## config.mk

```make
export PLATFORM = sky130hd
export DESIGN_NAME = bcd_to_binary_flat
export DESIGN_NICKNAME = d
export VERILOG_FILES = /design/src/rtl/bcd_to_binary_pkg.sv /design/src/rtl/bcd_to_binary_if.sv /design/src/rtl/bcd_to_binary.sv /design/src/flat_wrapper.sv
export SDC_FILE = /design/constraint.sdc
export NUM_CORES = 1
export LEC_CHECK = 0
export CAP_MARGIN = 10
export CORE_UTILIZATION = 29
export CTS_CLUSTER_DIAMETER = 30
export DETAILED_ROUTE_END_ITERATION = 10
export GPL_TIMING_DRIVEN = 0
export SYNTH_ARGS = -nofsm -noshare
export SYNTH_HDL_FRONTEND = slang
export SYNTH_SLANG_ARGS = --single-unit
```

## constraint.sdc

```tcl
create_clock -name clock -period 4.4 [get_ports clock]
set_clock_uncertainty 0.15 [all_clocks]
set_input_delay 0.44 -clock clock [delete_from_list [all_inputs] [get_ports clock]]
set_output_delay 0.44 -clock clock [all_outputs]
set_load 0.1 [all_outputs]
```

## src/rtl/bcd_to_binary_pkg.sv

```systemverilog
// Shared constants and types for the three-digit BCD-to-binary converter.
// Weights are pre-sized to the accumulator width so adds need no casting.
package bcd_to_binary_pkg;

    localparam int DIGIT_W = 4;
    localparam int BIN_W   = 10;

    localparam logic [DIGIT_W-1:0] DIGIT_MAX = 4'd9;

    localparam logic [BIN_W-1:0] W100   = 10'd100;
    localparam logic [BIN_W-1:0] W10    = 10'd10;
    localparam logic [BIN_W-1:0] W1     = 10'd1;
    localparam logic [BIN_W-1:0] LIMIT8 = 10'd255;

    typedef enum logic {IDLE = 1'b0, RUN = 1'b1} state_t;

    function automatic logic any_invalid(input logic [DIGIT_W-1:0] a,
                                         input logic [DIGIT_W-1:0] b,
                                         input logic [DIGIT_W-1:0] c);
        return (a > DIGIT_MAX) || (b > DIGIT_MAX) || (c > DIGIT_MAX);
    endfunction

endpackage

```

## src/rtl/bcd_to_binary_if.sv

```systemverilog
// Request/result bundle between the digit-entry logic and the converter.
interface bcd_to_binary_if;
    import bcd_to_binary_pkg::*;

    logic               start;
    logic [DIGIT_W-1:0] d100;
    logic [DIGIT_W-1:0] d10;
    logic [DIGIT_W-1:0] d1;
    logic [BIN_W-1:0]   binary;
    logic               over255;
    logic               error;
    logic               busy;
    logic               done;

    modport master (output start, d100, d10, d1,
                    input  binary, over255, error, busy, done);
    modport slave  (input  start, d100, d10, d1,
                    output binary, over255, error, busy, done);
endinterface

```

## src/rtl/bcd_to_binary.sv

```systemverilog
// Iterative BCD-to-binary: one weighted add per clock, hundreds first,
// so a 999 request takes 27 add cycles plus the completion edge.
module bcd_to_binary
    import bcd_to_binary_pkg::*;
(
    input  logic            clock,
    input  logic            reset_n,
    bcd_to_binary_if.slave  bus
);

    state_t             r_state, w_state;
    logic [DIGIT_W-1:0] r_h, r_t, r_o, w_h, w_t, w_o;
    logic [BIN_W-1:0]   r_acc, w_acc;
    logic               r_err, w_err;
    logic [BIN_W-1:0]   r_binary, w_binary;
    logic               r_over255, w_over255;
    logic               r_error, w_error;
    logic               r_busy, w_busy;
    logic               r_done, w_done;

    always_ff @(posedge clock or negedge reset_n) begin
        if (!reset_n) begin
            r_state   <= IDLE;
            r_h       <= '0;
            r_t       <= '0;
            r_o       <= '0;
            r_acc     <= '0;
            r_err     <= 1'b0;
            r_binary  <= '0;
            r_over255 <= 1'b0;
            r_error   <= 1'b0;
            r_busy    <= 1'b0;
            r_done    <= 1'b0;
        end else begin
            r_state   <= w_state;
            r_h       <= w_h;
            r_t       <= w_t;
            r_o       <= w_o;
            r_acc     <= w_acc;
            r_err     <= w_err;
            r_binary  <= w_binary;
            r_over255 <= w_over255;
            r_error   <= w_error;
            r_busy    <= w_busy;
            r_done    <= w_done;
        end
    end

    always_comb begin
        w_state   = r_state;
        w_h       = r_h;
        w_t       = r_t;
        w_o       = r_o;
        w_acc     = r_acc;
        w_err     = r_err;
        w_binary  = r_binary;
        w_over255 = r_over255;
        w_error   = r_error;
        w_busy    = r_busy;
        w_done    = 1'b0;

        case (r_state)
            IDLE: begin
                if (bus.start) begin
                    w_state = RUN;
                    w_busy  = 1'b1;
                    w_acc   = '0;
                    // Bad digits skip straight to completion with a zero result.
                    if (any_invalid(bus.d100, bus.d10, bus.d1)) begin
                        w_h   = '0;
                        w_t   = '0;
                        w_o   = '0;
                        w_err = 1'b1;
                    end else begin
                        w_h   = bus.d100;
                        w_t   = bus.d10;
                        w_o   = bus.d1;
                        w_err = 1'b0;
                    end
                end
            end
            RUN: begin
                if (r_h != '0) begin
                    w_h   = r_h - 1'b1;
                    w_acc = r_acc + W100;
                end else if (r_t != '0) begin
                    w_t   = r_t - 1'b1;
                    w_acc = r_acc + W10;
                end else if (r_o != '0) begin
                    w_o   = r_o - 1'b1;
                    w_acc = r_acc + W1;
                end else begin
                    w_binary  = r_acc;
                    w_over255 = (r_acc > LIMIT8);
                    w_error   = r_err;
                    w_done    = 1'b1;
                    w_busy    = 1'b0;
                    w_state   = IDLE;
                end
            end
            default: w_state = IDLE;
        endcase
    end

    assign bus.binary  = r_binary;
    assign bus.over255 = r_over255;
    assign bus.error   = r_error;
    assign bus.busy    = r_busy;
    assign bus.done    = r_done;

endmodule

```

## src/flat_wrapper.sv

```systemverilog
// flat-port wrapper written by rule: the top's interface ports become plain ports
module bcd_to_binary_flat import bcd_to_binary_pkg::*;
  (clock, reset_n, bus_start, bus_d100, bus_d10, bus_d1, bus_binary, bus_over255, bus_error, bus_busy, bus_done);
  bcd_to_binary_if bus_i ();
  input  logic clock;
  input  logic reset_n;
  input wire logic [$bits(bus_i.start)-1:0] bus_start;
  input wire logic [$bits(bus_i.d100)-1:0] bus_d100;
  input wire logic [$bits(bus_i.d10)-1:0] bus_d10;
  input wire logic [$bits(bus_i.d1)-1:0] bus_d1;
  output wire logic [$bits(bus_i.binary)-1:0] bus_binary;
  output wire logic [$bits(bus_i.over255)-1:0] bus_over255;
  output wire logic [$bits(bus_i.error)-1:0] bus_error;
  output wire logic [$bits(bus_i.busy)-1:0] bus_busy;
  output wire logic [$bits(bus_i.done)-1:0] bus_done;
  assign bus_i.start = bus_start;
  assign bus_i.d100 = bus_d100;
  assign bus_i.d10 = bus_d10;
  assign bus_i.d1 = bus_d1;
  assign bus_binary = bus_i.binary;
  assign bus_over255 = bus_i.over255;
  assign bus_error = bus_i.error;
  assign bus_busy = bus_i.busy;
  assign bus_done = bus_i.done;
  bcd_to_binary u_core (.clock(clock), .reset_n(reset_n), .bus(bus_i));
endmodule
```

# Yosys cells after proc, flatten, opt, wreduce, memory -nomap -nowiden
# Index checks and enable logic that the tools add are counted.
# classes
eq_ne	8
n_reduce_logical	12
addsub	6
mux	35
magnitude_cmp	4
n_bitwise	4
# ops
op	n
2-to-1 mux 4 bit	12
2-to-1 mux 10 bit	4
case mux 4 bit (2 select lines)	3
case mux 10 bit (2 select lines)	1
inequality test 2 bit, second input constant	7
2-to-1 mux 1 bit	13
greater-than comparator 4 bit, second input constant	3
AND reduction 4 bit	3
nonzero test 4 bit	3
subtractor 4 x 1 -> 4 bit, second input constant	3
adder 10 x 1 -> 10 bit, second input constant	1
adder 10 x 4 -> 10 bit, second input constant	1
adder 10 x 7 -> 10 bit, second input constant	1
greater-than comparator 10 x 8 -> 1 bit, second input constant	1
AND reduction 2 bit	3
inequality test 4 bit, second input constant	1
NOT 1 bit	4
case mux 1 bit (2 select lines)	2
AND reduction 3 bit	1
logical OR 1 bit	2
# totals
regBits	38
elab_cells	80
output_inout_bits	14

# Longest topological paths before layout
# logic_depth
word_depth	6
ltp_mapped	9

# Worst setup path after synthesis
# Ideal clock, no wire load.
# synth_timing
kind	register to register
start	reg u_core.r_t[0]
end	reg u_core.r_binary[7] (netlist: u_core.bus.binary[7])
period_less_slack_ns	2.184
slack_ns	2.216
stages_incl_launch_ff	8
arrival_ns	1.909
path_buffers	2
cell_sequence	dfrtp_1 inv_1 ha_1 or3b_1 buf_2 or3_1 buf_2 mux2_4
# synth_between
elab_chain_len	3
# synth_lines
item	line	rtl
from (decl)	bcd_to_binary.sv:12	logic [DIGIT_W-1:0] r_h, r_t, r_o, w_h, w_t, w_o;
from (signal assigned)	bcd_to_binary.sv:37	r_t <= w_t;
nonzero test 4 bit	bcd_to_binary.sv:86	end else if (r_t != '0) begin
NOT 1 bit (no line)	n/a	
AND reduction 4 bit (no line)	n/a	
to (signal assigned)	bcd_to_binary.sv:41	r_binary <= w_binary;
to (decl)	bcd_to_binary.sv:15	logic [BIN_W-1:0] r_binary, w_binary;
# Every way passes these cells.
# A chain may end at the register's enable or synchronous reset.

# Worst setup path in the final report
# layout_timing
start	reg u_core.r_binary[2] (netlist: u_core.bus.binary[2])
end	out bus_binary[2]
# layout_rtl
item	line	rtl
to (decl)	flat_wrapper.sv:11	output wire logic [$bits(bus_i.binary)-1:0] bus_binary;
# No word-level cell between the ends.

==> results.json <==
{
  "status": "finished, final reports clean",
  "antenna_found_initial": 0,
  "viasPerCell": 5.04,
  "cp-end-kind": "primary output",
  "ys.flop_type": "dfrtp_1",
  "drcViolationCount": 0,
  "clk_pin_slew_ns": 0.09,
  "cts_sinks": 38,
  "post-route-util_pct": 38.5,
  "relSlewSlack_pct": 35.6,
  "required_ns": 3.81,
  "hold_viol": 0,
  "boundaryPins": 29,
  "pwr-share-seq_pct": 38.2,
  "p_per_area_nw_per_um2": 553,
  "fin_total_pwr_mw": 1.48,
  "finalSetupViolCount": 0,
  "syn_nets": 252,
  "hp-class": "input port to async pin",
  "post_cts_buffers": 0,
  "synth_edf_count": 0,
  "met3_usage_pct": 3.30,
  "path_class": "register to primary output",
  "io_buffers": 28,
  "grt_pass1_wl_um": 8000,
  "numCtsBuffers": 5,
  "synth_common_cells": "38 x dfrtp_1, 38 x nand2_1, 19 x a21oi_1",
  "grt_usage_pct": 13.2,
  "slew_violations": 0,
  "clk_path_buf_depth": 2,
  "fp.dieW_um": 87.9,
  "period_share_pct": 54.0,
  "p_leak_nw": 1.16,
  "cts-root-buf": "clkbuf_8",
  "yosysWarnings": 0,
  "synth_area_leader_cell": "dfrtp_1",
  "fp.coreArea_um2": 6940,
  "nets": 287,
  "crit_chain": "clkdlybuf4s50_1",
  "path_buf_inv": 1,
  "synth_area_leaders": "dfrtp_1 44%, nand2_1 6.7%, ha_1 4.7%, a21oi_1 4.4%, o21ai_0 2.8%",
  "internal-power_mw": 0.927,
  "power_switching_share_pct": 37.2,
  "fin_tns_setup_ns": 0,
  "netlist-cell-type-count": 53,
  "rows": 30,
  "reg2reg_depth": 9,
  "synth.avg_cell_area_um2": 9.34,
  "ys_ff_latch": 38,
  "p_comb_share_pct": 37.4,
  "dieArea_um2": 7720,
  "synth_cells": 229,
  "post_cts_resized": 0,
  "start_kind": "register",
  "routed_wl_um": 4690,
  "cap_violations": 0,
  "gp_congestion": 0.818,
  "slowest_delay_ns": 1.13,
  "use_met2_pct": 21.4,
  "ctsHoldBuffers": 0,
  "n_antenna_cell": 0,
  "rsz0062_at_grt": "no",
  "grt_max_degree": 39,
  "htree_levels": 2,
  "start_util_pct": 30.8,
  "arrival_ns": 1.79,
  "power_switching_mw": 0.549,
  "via_count": 1820,
  "worstReg2RegStart": "u_core.r_t[0]",
  "slowest_stage": "clkdlybuf4s50_1",
  "drive_above_1_share_pct": 10.6,
  "min_period_ns": 2.38,
  "r2r_slack_ns": 2.03,
  "cts_tree": "yes",
  "whs_ns": 0.103,
  "worst_slew_pin_slew_ns": 0.963,
  "fmax_mhz": 421,
  "dp_cells": 353,
  "final_antenna_net_count": 0,
  "critPathTopFamily": "buffers and inverters",
  "irDropWorstVdd_mv": 0.215,
  "synth_top_area_share_pct": 44.5,
  "drt_pre_antenna_iters": 4,
  "r2r-end": "u_core.r_acc[9]",
  "ys_async_sr_fraction_pct": 100,
  "stdcell_count": 361,
  "netlist_area_um2": 2140,
  "pwr-share-clk_pct": 24.4,
  "areaGrowthSynthToFinish_pct": 24.9,
  "clock_latency_ns": 0.29,
  "hpwl_um": 3290,
  "met1_usage_pct": 17.2,
  "grt_overflow": 0,
  "seq_area_frac_synth_pct": 44.5,
  "fillerInstances": 709,
  "worst-path-max-fanout": 2,
  "grt_pass1_vias": 1741,
  "busiest_layer": "met2",
  "die_h_um": 87.9,
  "first_iter_violations": 67,
  "wl_per_cell_um": 13.0
}
[power by group through the flow]
stage	clock, mW	sequential, mW	combinational [mW]
after CTS	0.367	0.564	0.554
after global placement	0	0.568	0.536
final	0.361	0.564	0.552
after global routing	0.383	0.581	0.633
after detailed placement	0	0.571	0.552
after floorplan	0	0.551	0.436
[per-layer routing]
| metal | vias to the layer above | share of wire (%) |
|---|---|---|
| met1 | 883 | 51 |
| li1 | 891 | - |
| met2 | 38 | 45 |
| met3 | 8 | 3.3 |
| met4 | 0 | 1.1 |
| met5 | - | 0 |
[through the flow]
| step | setup WS [ns] | area (um^2) |
|---|---|---|
| 2_1_floorplan | 2.22 | 2140 |
| 5_1_grt | 1.89 | 2670 |
| 3_3_place_gp | 1.78 | 2540 |
| 6_report | 2.02 | 2670 |
| 4_1_cts | 2.01 | 2670 |
| 3_5_place_dp | 1.89 | 2530 |
[flip-flops by register name, indices dropped and copies added, names as in the netlist]
register            cells
u_core.bus.binary      10
u_core.bus.busy         1
u_core.bus.done         1
u_core.bus.error        1
u_core.bus.over255      1
u_core.r_acc           10
u_core.r_err            1
u_core.r_h              4
u_core.r_o              4
u_core.r_state          1
u_core.r_t              4
[kinds of logic (layout without fill, tap and decap cells)]
| logic type | count (synthesis) | after routing | synth area share, % |
|---|---|---|---|
| AO/OA/AOI/OAI | 69 | 69 | 21.9 |
| flip-flops | 38 | 38 | 44.5 |
| buffers and inverters | 25 | 61 | 5.03 |
| multiplexers | 6 | 6 | 3.57 |
| XOR/XNOR | 2 | 2 | 0.819 |
| AND/OR/NAND/NOR | 81 | 81 | 19.5 |
| adder cells (fa/ha/maj) | 8 | 8 | 4.68 |
[cell type report]
class / instances / area, um^2 / area share (%)
inverter: 15 / 56.3 / 2.11
buffer: 10 / 51.3 / 1.92
multi-input combinational: 166 / 1080 / 40.4
clock inverter: 3 / 68.8 / 2.58
sequential: 38 / 951 / 35.6
clock buffer: 5 / 68.8 / 2.58
timing repair buffer: 28 / 275 / 10.3
tap: 96 / 120 / 4.50
[how the worst max path moves through the flow]
| stage | startpoint | to | slack (ns) | cells past startpoint |
|---|---|---|---|---|
| 2_1_floorplan | u_core.r_t[0] | u_core.bus.binary[7] | 2.22 | 7 |
| 3_3_place_gp | reset_n | u_core.r_o[0] | 1.78 | 1 |
| 3_5_place_dp | bus_d10[2] | u_core.r_h[3] | 1.89 | 6 |
| 4_1_cts | u_core.bus.binary[1] | bus_binary[1] | 2.01 | 1 |
| 5_1_grt | u_core.r_t[0] | u_core.r_o[3] | 1.89 | 7 |
| 6_report | u_core.bus.binary[2] | bus_binary[2] | 2.02 | 1 |
[placed cells by master, fill, tap and decap left out, types with 6 or more instances in the layout]
cell,instances
buf_2,6
nand2_1,38
nor2_1,12
dfrtp_1,38
clkdlybuf4s50_1,27
a21oi_1,19
inv_1,13
o21ai_0,12
ha_1,8
Note: power is estimated with default switching activity, not from simulation.
